<file path="src/rtl/ov7670_capture.sv">
// OV7670 byte-stream capture: frames the stream, packs RGB565 and writes a linear frame buffer.
// Optional 2:1 downscale in each axis when CAPTURE_DECIMATE_EN is defined.
module ov7670_capture #(
    parameter int unsigned H_PIX   = 320,
    parameter int unsigned V_LINES = 240,
    parameter int unsigned ADDR_W  = 17
) (
    input  logic              pclk,
    input  logic              rst_n,
    input  logic              capture_en,
    input  logic              vsync,
    input  logic              href,
    input  logic [7:0]        d,
    output logic [ADDR_W-1:0] addr,
    output logic [15:0]       dout,
    output logic              we,
    output logic              frame_done,
    output logic              frame_ok,
    output logic              line_err
);

`ifdef CAPTURE_DECIMATE_EN
    localparam int unsigned DEC = 2;
`else
    localparam int unsigned DEC = 1;
`endif
    localparam int unsigned IN_H = H_PIX * DEC;
    localparam int unsigned IN_V = V_LINES * DEC;
    localparam int unsigned PW   = $clog2(IN_H + 1);
    localparam int unsigned LW   = $clog2(IN_V + 1);
    localparam logic [PW-1:0]     PX_MAX = PW'(IN_H);
    localparam logic [LW-1:0]     LN_MAX = LW'(IN_V);
    localparam logic [ADDR_W-1:0] LAST   = ADDR_W'(H_PIX * V_LINES - 1);

    typedef enum logic [1:0] {StSync, StWait, StActive} state_t;

    state_t state_q, state_d;

    logic          vs_r, vs_r2, href_r, href_r2;
    logic [7:0]    d_r, hi_q;
    logic          phase_q, full_q;
    logic [PW-1:0] px_q;
    logic [LW-1:0] line_q;

    logic vs_rise, vs_fall, href_fall, pix_fire, keep, cap, wr, err, done_all;
    logic start, frame_end;

    assign vs_rise   = vs_r & ~vs_r2;
    assign vs_fall   = ~vs_r & vs_r2;
    assign href_fall = href_r2 & ~href_r;
    assign pix_fire  = href_r & phase_q;
    assign done_all  = full_q | (we & (addr == LAST));

`ifdef CAPTURE_DECIMATE_EN
    assign keep = ~px_q[0] & ~line_q[0];
`else
    assign keep = 1'b1;
`endif

    // A pixel finishing on the vsync rising edge belongs to a truncated frame and is dropped.
    assign cap = (state_q == StActive) & ~vs_rise & pix_fire;
    assign wr  = cap & keep & ~full_q & (px_q < PX_MAX) & (line_q < LN_MAX);
    assign err = cap & ((px_q >= PX_MAX) | (line_q >= LN_MAX) | (keep & full_q));

    always_comb begin
        state_d   = state_q;
        start     = 1'b0;
        frame_end = 1'b0;
        unique case (state_q)
            StSync: begin
                if (vs_r) state_d = StWait;
            end
            StWait: begin
                if (vs_fall && capture_en) begin
                    start   = 1'b1;
                    state_d = StActive;
                end
            end
            StActive: begin
                if (vs_rise) begin
                    frame_end = 1'b1;
                    state_d   = StWait;
                end
            end
            default: state_d = StSync;
        endcase
    end

    always_ff @(posedge pclk or negedge rst_n) begin
        if (!rst_n) state_q <= StSync;
        else        state_q <= state_d;
    end

    always_ff @(posedge pclk or negedge rst_n) begin
        if (!rst_n) begin
            vs_r       <= 1'b0;
            vs_r2      <= 1'b0;
            href_r     <= 1'b0;
            href_r2    <= 1'b0;
            d_r        <= '0;
            hi_q       <= '0;
            phase_q    <= 1'b0;
            px_q       <= '0;
            line_q     <= '0;
            full_q     <= 1'b0;
            addr       <= '0;
            dout       <= '0;
            we         <= 1'b0;
            frame_done <= 1'b0;
            frame_ok   <= 1'b0;
            line_err   <= 1'b0;
        end else begin
            vs_r    <= vsync;
            vs_r2   <= vs_r;
            href_r  <= href;
            href_r2 <= href_r;
            d_r     <= d;
            phase_q <= href_r & ~phase_q;
            if (href_r && !phase_q) hi_q <= d_r;

            if (!href_r)                      px_q <= '0;
            else if (pix_fire && px_q != PX_MAX) px_q <= px_q + PW'(1);

            if (start) line_q <= '0;
            else if (state_q == StActive && href_fall && line_q != LN_MAX)
                line_q <= line_q + LW'(1);

            we <= wr;
            if (wr) dout <= {hi_q, d_r};

            // addr holds the current write address and advances once the write is out.
            if (start)                      addr <= '0;
            else if (we && addr != LAST)    addr <= addr + ADDR_W'(1);

            if (start)                      full_q <= 1'b0;
            else if (we && addr == LAST)    full_q <= 1'b1;

            if (start)    line_err <= 1'b0;
            else if (err) line_err <= 1'b1;

            frame_done <= frame_end;
            if (frame_end) frame_ok <= done_all & ~line_err;
        end
    end

endmodule

</file>
<file path="config.mk">
export PLATFORM = sky130hd
export DESIGN_NAME = ov7670_capture
export DESIGN_NICKNAME = d
export VERILOG_FILES = /design/src/rtl/ov7670_capture.sv
export SDC_FILE = /design/constraint.sdc
export NUM_CORES = 1
export LEC_CHECK = 0
export CAP_MARGIN = 20
export CORE_MARGIN = 2
export CORE_UTILIZATION = 30
export CTS_CLUSTER_SIZE = 10
export DETAILED_ROUTE_END_ITERATION = 12
export DONT_BUFFER_PORTS = 1
export PLACE_DENSITY = 0.52
export SLEW_MARGIN = 20
export SYNTH_ARGS = -nofsm -noshare
export SYNTH_HDL_FRONTEND = slang
export SYNTH_SLANG_ARGS = --single-unit
</file>
<file path="constraint.sdc">
create_clock -name pclk -period 4.4 [get_ports pclk]
set_clock_uncertainty 0.05 [all_clocks]
set_input_delay 0.88 -clock pclk [delete_from_list [all_inputs] [get_ports pclk]]
set_output_delay 0.88 -clock pclk [all_outputs]
set_load 0.05 [all_outputs]
</file>
Word-level counts from Yosys, hierarchy flattened
Index checks and enable logic that the tools add are counted.
{"block": "totals", "register_bits": 78, "inputBits": 13, "wordCells": 89}
{"block": "op_classes", "addsub": 3, "magnitude_cmp": 4, "n_eq_ne": 10, "n_mux": 18, "bitwise": 23, "n_reduce_logical": 14}
{"op": "17-bit two-way mux", "count": 2}
{"op": "9-bit two-way mux", "count": 2}
{"op": "17-bit by 1-bit adder with 17-bit output, second input constant", "count": 1}
{"op": "17-bit == test, second input constant", "count": 1}
{"op": "17-bit inequality test, second input constant", "count": 1}
{"op": "8-bit two-way mux", "count": 2}
{"op": "1-bit bitwise AND", "count": 13}
{"op": "9-bit by 1-bit adder with 9-bit output, second input constant", "count": 1}
{"op": "9-bit greater-or-equal comparator, second input constant", "count": 1}
{"op": "9-bit < comparator, second input constant", "count": 1}
{"op": "9-bit inequality test, second input constant", "count": 1}
{"op": "8-bit by 1-bit adder with 8-bit output, second input constant", "count": 1}
{"op": "8-bit greater-or-equal comparator, second input constant", "count": 1}
{"op": "8-bit < comparator, second input constant", "count": 1}
{"op": "1-bit two-way mux", "count": 8}
{"op": "8-bit inequality test, second input constant", "count": 1}
{"op": "2-bit nonzero test", "count": 4}
{"op": "1-bit logical AND", "count": 7}
{"op": "1-bit NOT", "count": 7}
{"op": "2-bit two-way mux", "count": 3}
{"op": "2-bit inequality test, second input constant", "count": 3}
{"op": "2-bit one-hot mux with 3 select lines", "count": 1}
{"op": "1-bit OR", "count": 3}
{"op": "3-bit AND reduction", "count": 1}
{"op": "5 further kinds", "count": 5}

Longest topological paths before layout
Gate-level depths: netlist of run 1.
{"block": "logic_depth", "word_depth": 8, "mapped_depth": 6}

Worst setup path after synthesis of run 1
OpenSTA, ideal clock, no wires.
{"block": "synth_path", "path_type": "in2reg", "from": "in capture_en", "to": "reg line_q[5]", "arrival_ns": 2.041, "path_slack_ns": 2.180, "stages": 6, "path_buffers": 2, "cell_sequence": "nand2_1 -> or4b_2 -> clkbuf_1 -> buf_2 -> o211ai_1 -> o31ai_1"}
{"block": "synth_via", "elab_chain_len": 4, "elab_cells_between_ends": 5, "classes_between": "3 x mux; 2 x reduce/logical"}
{"element": "start: declaration", "line_no": "10", "text": "input logic capture_en,"}
{"element": "1-bit logical AND *", "line_no": "74", "text": "if (vs_fall && capture_en) begin"}
{"element": "1-bit two-way mux *", "line_no": "74"}
{"element": "1-bit two-way mux *", "line_no": "69", "text": "unique case (state_q)"}
{"element": "8-bit two-way mux or 2-bit nonzero test (tied branches)"}
{"element": "end signal: assignment", "line_no": "126", "text": "line_q <= line_q + LW'(1);"}
{"element": "end: declaration", "line_no": "43", "text": "logic [LW-1:0] line_q;"}
Mark *: on every way between the ends. The rest lies on a longest branch, timed or not.
A chain may end at the register's enable or synchronous reset.

Worst setup path after layout of run 1
{"block": "layout_path", "from": "reg addr[0]", "to": "reg addr[16]"}
{"block": "layout_via", "elab_chain_len": 3, "elab_cells_between_ends": 6, "classes_between": "1 x add/sub; 1 x eq/ne; 2 x mux; 2 x reduce/logical"}
{"element": "start: declaration", "line_no": "14", "text": "output logic [ADDR_W-1:0] addr,"}
{"element": "start signal: assignment", "line_no": "133", "text": "else if (we && addr != LAST) addr <= addr + ADDR_W'(1);"}
{"element": "17-bit by 1-bit adder with 17-bit output or 17-bit inequality test (tied branches)", "line_no": "133"}
{"element": "17-bit two-way mux or 1-bit logical AND (tied branches)", "line_no": "133"}
{"element": "17-bit two-way mux or 2-bit nonzero test (tied branches)"}
Parallel ways exist; a longest one is shown, timed or not. The select of a mux whose other input is x is not followed.

==> impl_metrics.py, run 1 <==
metrics = {
    "sta": {
        "rsz0062_at_grt": "no",
        "period_share_pct": 49.19,
        "slew_viol_final": 0,
        "max_freq_mhz": 462.1,
        "hold_viol": 0,
        "worst_slew_pin_slew_ns": 0.7204,
        "setup_violations": 0,
        "timing.hold.ws_ns": 0.1922,
        "maxSlewHeadroom_pct": 51.35,
        "post-route-min-period_ns": 2.164,
        "setup_tns_ns": 0,
    },
    "synthesis": {
        "yosys_warnings": 0,
        "syn_inst": 294,
        "synth_area_leaders": "dfrtp_1, mux2_2, mux2_4",
        "ys_top_cells_by_count": "dfrtp_1, nand2_1, nor2_1",
        "synth-simple-area-share_pct": 16.47,
        "synthMuxAreaShare_pct": 12.01,
        "async_flop_share_pct": 100.0,
        "ys_types": 50,
        "synth-seq-area-share_pct": 56.09,
        "synth_nets": 312,
        "synth_compound_area_share_pct": 7.947,
        "synth.largest_area_cell": "dfrtp_1",
        "synth.cell_area_sq_um": 3480,
        "yosys.area_share.adder_pct": 1.798,
        "netlist.area_leader.share_pct": 56.09,
        "yosysMostFrequentCell": "dfrtp_1",
        "synth_flop_cell": "dfrtp_1",
        "synth-xor-area-share_pct": 2.517,
        "ys_ff_latch": 78,
        "synth_top_family_by_area": "simple AND/OR/NAND/NOR gates",
        "syn_avg_cell_area_sq_um": 11.84,
        "synth_edf_count": 0,
    },
    "floorplanning": {
        "ioPinCount": 50,
        "start_util_pct": 30.60,
        "die-area_sq_um": 12480,
        "rows": 39,
        "die_w_um": 111.7,
        "die_y_um": 111.7,
        "core_area_sq_um": 11370,
    },
    "grt": {
        "grt_max_degree": 79,
        "grt_pass1_vias": 2293,
        "grt_pass1_wl_mm": 11.07,
        "grt_usage_pct": 11.14,
        "grt_antenna_before_repair": 0,
        "grt_overflow_total": 0,
    },
    "clock_tree": {
        "post_cts_buffers": 0,
        "holdBufCountCts": 0,
        "clk_pin_slew_ns": 0.06,
        "clkLatencyLatePin_ns": 0.33,
        "cts_buffers": 9,
        "clock_sinks": 78,
        "htree_levels": 3,
        "clk_path_buf_depth": 2,
        "cts_tree": "yes",
        "post_cts_resized": 0,
        "cts_root_buf": "clkbuf_16",
    },
    "setup_path": {
        "endpoint_kind": "flip-flop",
        "r2r_slack_ns": 2.24,
        "cp_num_buf_inv": 0,
        "crit_type": "flip-flop to flip-flop",
        "crit_slowest_cell": "dfrtp_1",
        "slowest_delay_ns": 0.70,
        "crit_family": "simple AND/OR/NAND/NOR gates",
        "cp.required_ns": 4.61,
        "cp.arrival_ns": 2.37,
        "cp_max_fo": 5,
        "cp_cell_sequence": "ha_1 -> and3_1 -> nand4_1 -> or3_1 -> a21oi_1",
        "cp-start-kind": "flip-flop",
    },
    "route": {
        "drt-total-wl_mm": 6.498,
        "antenna_left": 0,
        "num_vias": 2215,
        "avgViaCountPerCell": 4.978,
        "wl_per_cell_um": 14.60,
        "drtIter0Drc": 132,
        "drc_errors": 0,
        "first_pass_iters": 4,
    },
    "pwr": {
        "switchingPower_w": 0.0004384,
        "sw_frac_of_total_pct": 25.66,
        "combPwrFrac_pct": 4.8,
        "p_leak_nw": 1.745,
        "seq_power_share_pct": 52.3,
        "vdd_ir_drop_max_mv": 0.2854,
        "power_density_nw_per_um2": 437.2,
        "p_clk_share_pct": 42.8,
        "internal-power_w": 0.001270,
    },
    "run": {
        "maxCapViolCount": 0,
    },
    "placement": {
        "hpwl_mm": 4.233,
        "io_buffers": 0,
        "gp_congestion": 0.7647,
    },
    "finish": {
        "final_layout_size_suffix_gt1_share_pct": 17.55,
        "diodes": 0,
        "fin_nets": 315,
        "area_growth_pct": 12.33,
    },
    "worst_hold_path": {
        "hold_path_class": "input port to async pin",
    },
    "run_status": {
        "status": "complete, no violations",
    },
}
[per-layer routing]
| layer | track usage (%) | up-vias | wire, um |
|---|---|---|---|
| met5 | 0 | - | 0 |
| met4 | 4.115 | 0 | 85 |
| met3 | 5.716 | 9 | 565 |
| met2 | 17.58 | 56 | 2918 |
| met1 | 13.01 | 1094 | 2930 |
| li1 | - | 1056 | - |
[power groups by stage]
stage,Sequential [W],Clock [W],Combinational [W]
global route,0.000903,0.000794,0.0000936
CTS,0.000895,0.000760,0.0000847
floorplan,0.000895,0,0.0000731
finish,0.000894,0.000732,0.0000828
detailed placement,0.000908,0,0.0000846
global placement,0.000907,0,0.0000816
[cells in the final DEF (no fill, tap or decap), types with 8 or more instances in the layout]
master / n
mux2_2: 18
mux2_4: 9
clkbuf_16: 9
nor2_1: 20
mux2i_1: 8
inv_1: 11
dfrtp_1: 78
o21ai_0: 8
nand2_1: 22
nand4_1: 10
a21oi_1: 12
[final cells by class]
cell class / count / area [sq um]
clock buffer: 13 / 250.2
clock inverter: 3 / 43.79
fill: 1125 / 7461
inverter: 12 / 45.04
multi-input combinational: 194 / 1424
sequential: 78 / 1952
tap: 143 / 178.9
timing repair buffer: 2 / 15.01
[registers in the layout, indices dropped and copies added, names as in the netlist]
| signal | count |
|---|---|
| dout | 16 |
| addr | 17 |
| href_r | 1 |
| line_q | 8 |
| full_q | 1 |
| href_r2 | 1 |
| phase_q | 1 |
| vs_r | 1 |
| we | 1 |
| hi_q | 8 |
| vs_r2 | 1 |
| line_err | 1 |
| state_q | 2 |
| frame_done | 1 |
| frame_ok | 1 |
| d_r | 8 |
| px_q | 9 |
[worst paths after layout]
| check | from | to | cells after the start |
|---|---|---|---|
| max reg2reg | addr[0] | addr[16] | 5 |
| max in group asynchronous | rst_n | href_r | 0 |
| min | rst_n | addr[14] | 0 |
| min reg2reg | vs_r | vs_r2 | 0 |
| min in group pclk | vs_r | vs_r2 | 0 |
| max | addr[0] | addr[16] | 5 |
[stage by stage]
step | std cells | power [W] | instance area (sq um) | utilization [%] | setup WS (ns)
finish | 445 | 0.001709 | 3909 | 34.38 | 2.236
global route | 445 | 0.001790 | 3909 | 34.38 | 2.063
CTS | 445 | 0.001740 | 3909 | 34.38 | 2.213
detailed placement | 429 | 0.0009926 | 3615 | 31.79 | 2.162
global placement | 429 | 0.0009883 | 3615 | 31.79 | 2.169
floorplan | 294 | 0.0009676 | 3480 | - | 2.180
[logic make-up (layout without fill, tap and decap cells)]
logic type / after synthesis / count (layout)
xor gates and xnor gates: 10 / 10
muxes: 35 / 35
adders and majority gates: 5 / 5
buffers and inverters: 22 / 30
and+or+nand+nor: 102 / 102
DFF: 78 / 78
AOI/OAI and AO/OA: 42 / 42
(Power assumes the default switching activity.)
==> run 2: changes to the inputs <==
clock period = 2.1 ns   (was 4.4 ns; I/O delays follow)
==> impl_metrics.py, run 2 (synthesized netlist as in run 1, its figures left out) <==
metrics = {
    "setup_path": {
        "reg2reg_from": "px_q[6]",
        "crit_slowest_cell": "or4_4",
        "crit_type": "flip-flop to flip-flop",
        "crit_cells": 4,
        "crit_family": "simple AND/OR/NAND/NOR gates",
        "slowest_delay_ns": 0.60,
        "cp.required_ns": 2.27,
        "cp.arrival_ns": 2.03,
        "reg2reg_depth": 4,
        "cp_num_buf_inv": 0,
        "crit_start": "px_q[6]",
        "cp_cell_sequence": "o21ai_0 -> nand3b_1 -> or4_4 -> mux2_4",
        "endpoint_kind": "flip-flop",
        "cp-start-kind": "flip-flop",
        "cp_max_fo": 17,
        "r2r_slack_ns": 0.24,
    },
    "floorplanning": {
        "ioPinCount": 50,
        "start_util_pct": 30.60,
        "die-area_sq_um": 12480,
        "die_w_um": 111.7,
        "rows": 39,
        "core_area_sq_um": 11370,
        "die_y_um": 111.7,
    },
    "run_status": {
        "status": "finished, violations left",
        "violations": "negative hold slack",
    },
    "grt": {
        "grt_overflow_total": 0,
        "grt_usage_pct": 11.45,
        "grt_antenna_before_repair": 0,
        "grt_max_degree": 79,
        "grt_pass1_vias": 2257,
        "grt_pass1_wl_mm": 11.45,
    },
    "clock_tree": {
        "htree_levels": 3,
        "cts_tree": "yes",
        "post_cts_buffers": 0,
        "clk_path_buf_depth": 2,
        "clkLatencyLatePin_ns": 0.33,
        "cts_root_buf": "clkbuf_16",
        "cts_buffers": 9,
        "clk_pin_slew_ns": 0.06,
        "clock_sinks": 78,
        "post_cts_resized": 0,
    },
    "finish": {
        "multi_input_area_sq_um": 1424,
        "nFillCells": 1103,
        "top_regs": "addr x17, dout x16, px_q x9",
        "final_layout_size_suffix_gt1_share_pct": 24.07,
        "layout_common_cells": "dfrtp_1, buf_4, nand2_1",
        "regMostFlops": "addr",
        "diodes": 0,
        "final_common_cell": "dfrtp_1",
        "fin_nets": 337,
        "ff_latch_area_sq_um": 1952,
        "largest_reg_flops": 17,
        "area_growth_pct": 17.91,
        "final_util_pct": 36.08,
    },
    "sta": {
        "rsz0062_at_grt": "no",
        "max_freq_mhz": 537.1,
        "hold_viol": 78,
        "period_share_pct": 88.66,
        "worst_slew_pin_slew_ns": 0.5948,
        "maxSlewHeadroom_pct": 60.35,
        "post-route-min-period_ns": 1.862,
        "setup_tns_ns": 0,
        "slew_viol_final": 0,
        "setup_violations": 0,
        "timing.hold.ws_ns": -0.2658,
    },
    "route": {
        "first_pass_iters": 4,
        "drtIter0Drc": 126,
        "antenna_left": 0,
        "num_vias": 2304,
        "wl_per_cell_um": 14.43,
        "drc_errors": 0,
        "avgViaCountPerCell": 4.934,
        "drt-total-wl_mm": 6.738,
    },
    "worst_hold_path": {
        "hold_path_class": "input port to async pin",
    },
    "pwr": {
        "power_density_nw_per_um2": 892.8,
        "p_clk_share_pct": 43.2,
        "internal-power_w": 0.002717,
        "p_leak_nw": 1.877,
        "sw_frac_of_total_pct": 25.83,
        "seq_power_share_pct": 49.7,
        "switchingPower_w": 0.0009460,
        "combPwrFrac_pct": 7.0,
        "vdd_ir_drop_max_mv": 0.5329,
    },
    "placement": {
        "io_buffers": 0,
        "gp_congestion": 0.7598,
        "hpwl_mm": 4.489,
    },
    "run": {
        "maxCapViolCount": 0,
    },
}
run 2: final timing paths:
kind / end
worst max-delay path: dout[13]
worst min-delay path: addr[14]
worst max register to register: dout[13]
worst min register to register: vs_r2
max in group asynchronous: hi_q[1]
min in group pclk: d_r[0]
run 2: layout make-up:
type	count	area share (%)
multi-input cells	194	34.71
clock buffers	11	6.160
well taps	143	4.361
repair buffers	24	4.697
flip-flops and latches	78	47.58
inverters	12	1.098
clock inverters	5	1.403
run 2: through the flow:
| stage | std cells | cell area, sq um | power (W) | setup slack, ns |
|---|---|---|---|---|
| 2_1_floorplan | 294 | 3480 | 0.002027 | 0.1558 |
| 6_report | 467 | 4103 | 0.003663 | 0.2381 |
| 5_1_grt | 467 | 4103 | 0.003836 | 0.1302 |
| 3_5_place_dp | 451 | 3792 | 0.002111 | 0.2420 |
| 3_3_place_gp | 451 | 3792 | 0.002103 | 0.2435 |
| 4_1_cts | 467 | 4103 | 0.003720 | 0.2423 |
run 2: layer usage:
layer	GRT usage, %	part of all wire, %	up-vias
met1	15.40	46	1137
met2	16.69	45	58
li1	-	-	1101
met5	0	0	-
met3	5.117	7.7	8
met4	3.457	1.3	0
run 2: power by group through the flow:
| stage | Combinational, W | Clock, W | Sequential (W) |
|---|---|---|---|
| 2_1_floorplan | 0.000153 | 0 | 0.00187 |
| 3_3_place_gp | 0.000253 | 0 | 0.00185 |
| 3_5_place_dp | 0.000260 | 0 | 0.00185 |
| 4_1_cts | 0.000260 | 0.00163 | 0.00182 |
| 5_1_grt | 0.000284 | 0.00171 | 0.00184 |
| 6_report | 0.000257 | 0.00158 | 0.00182 |
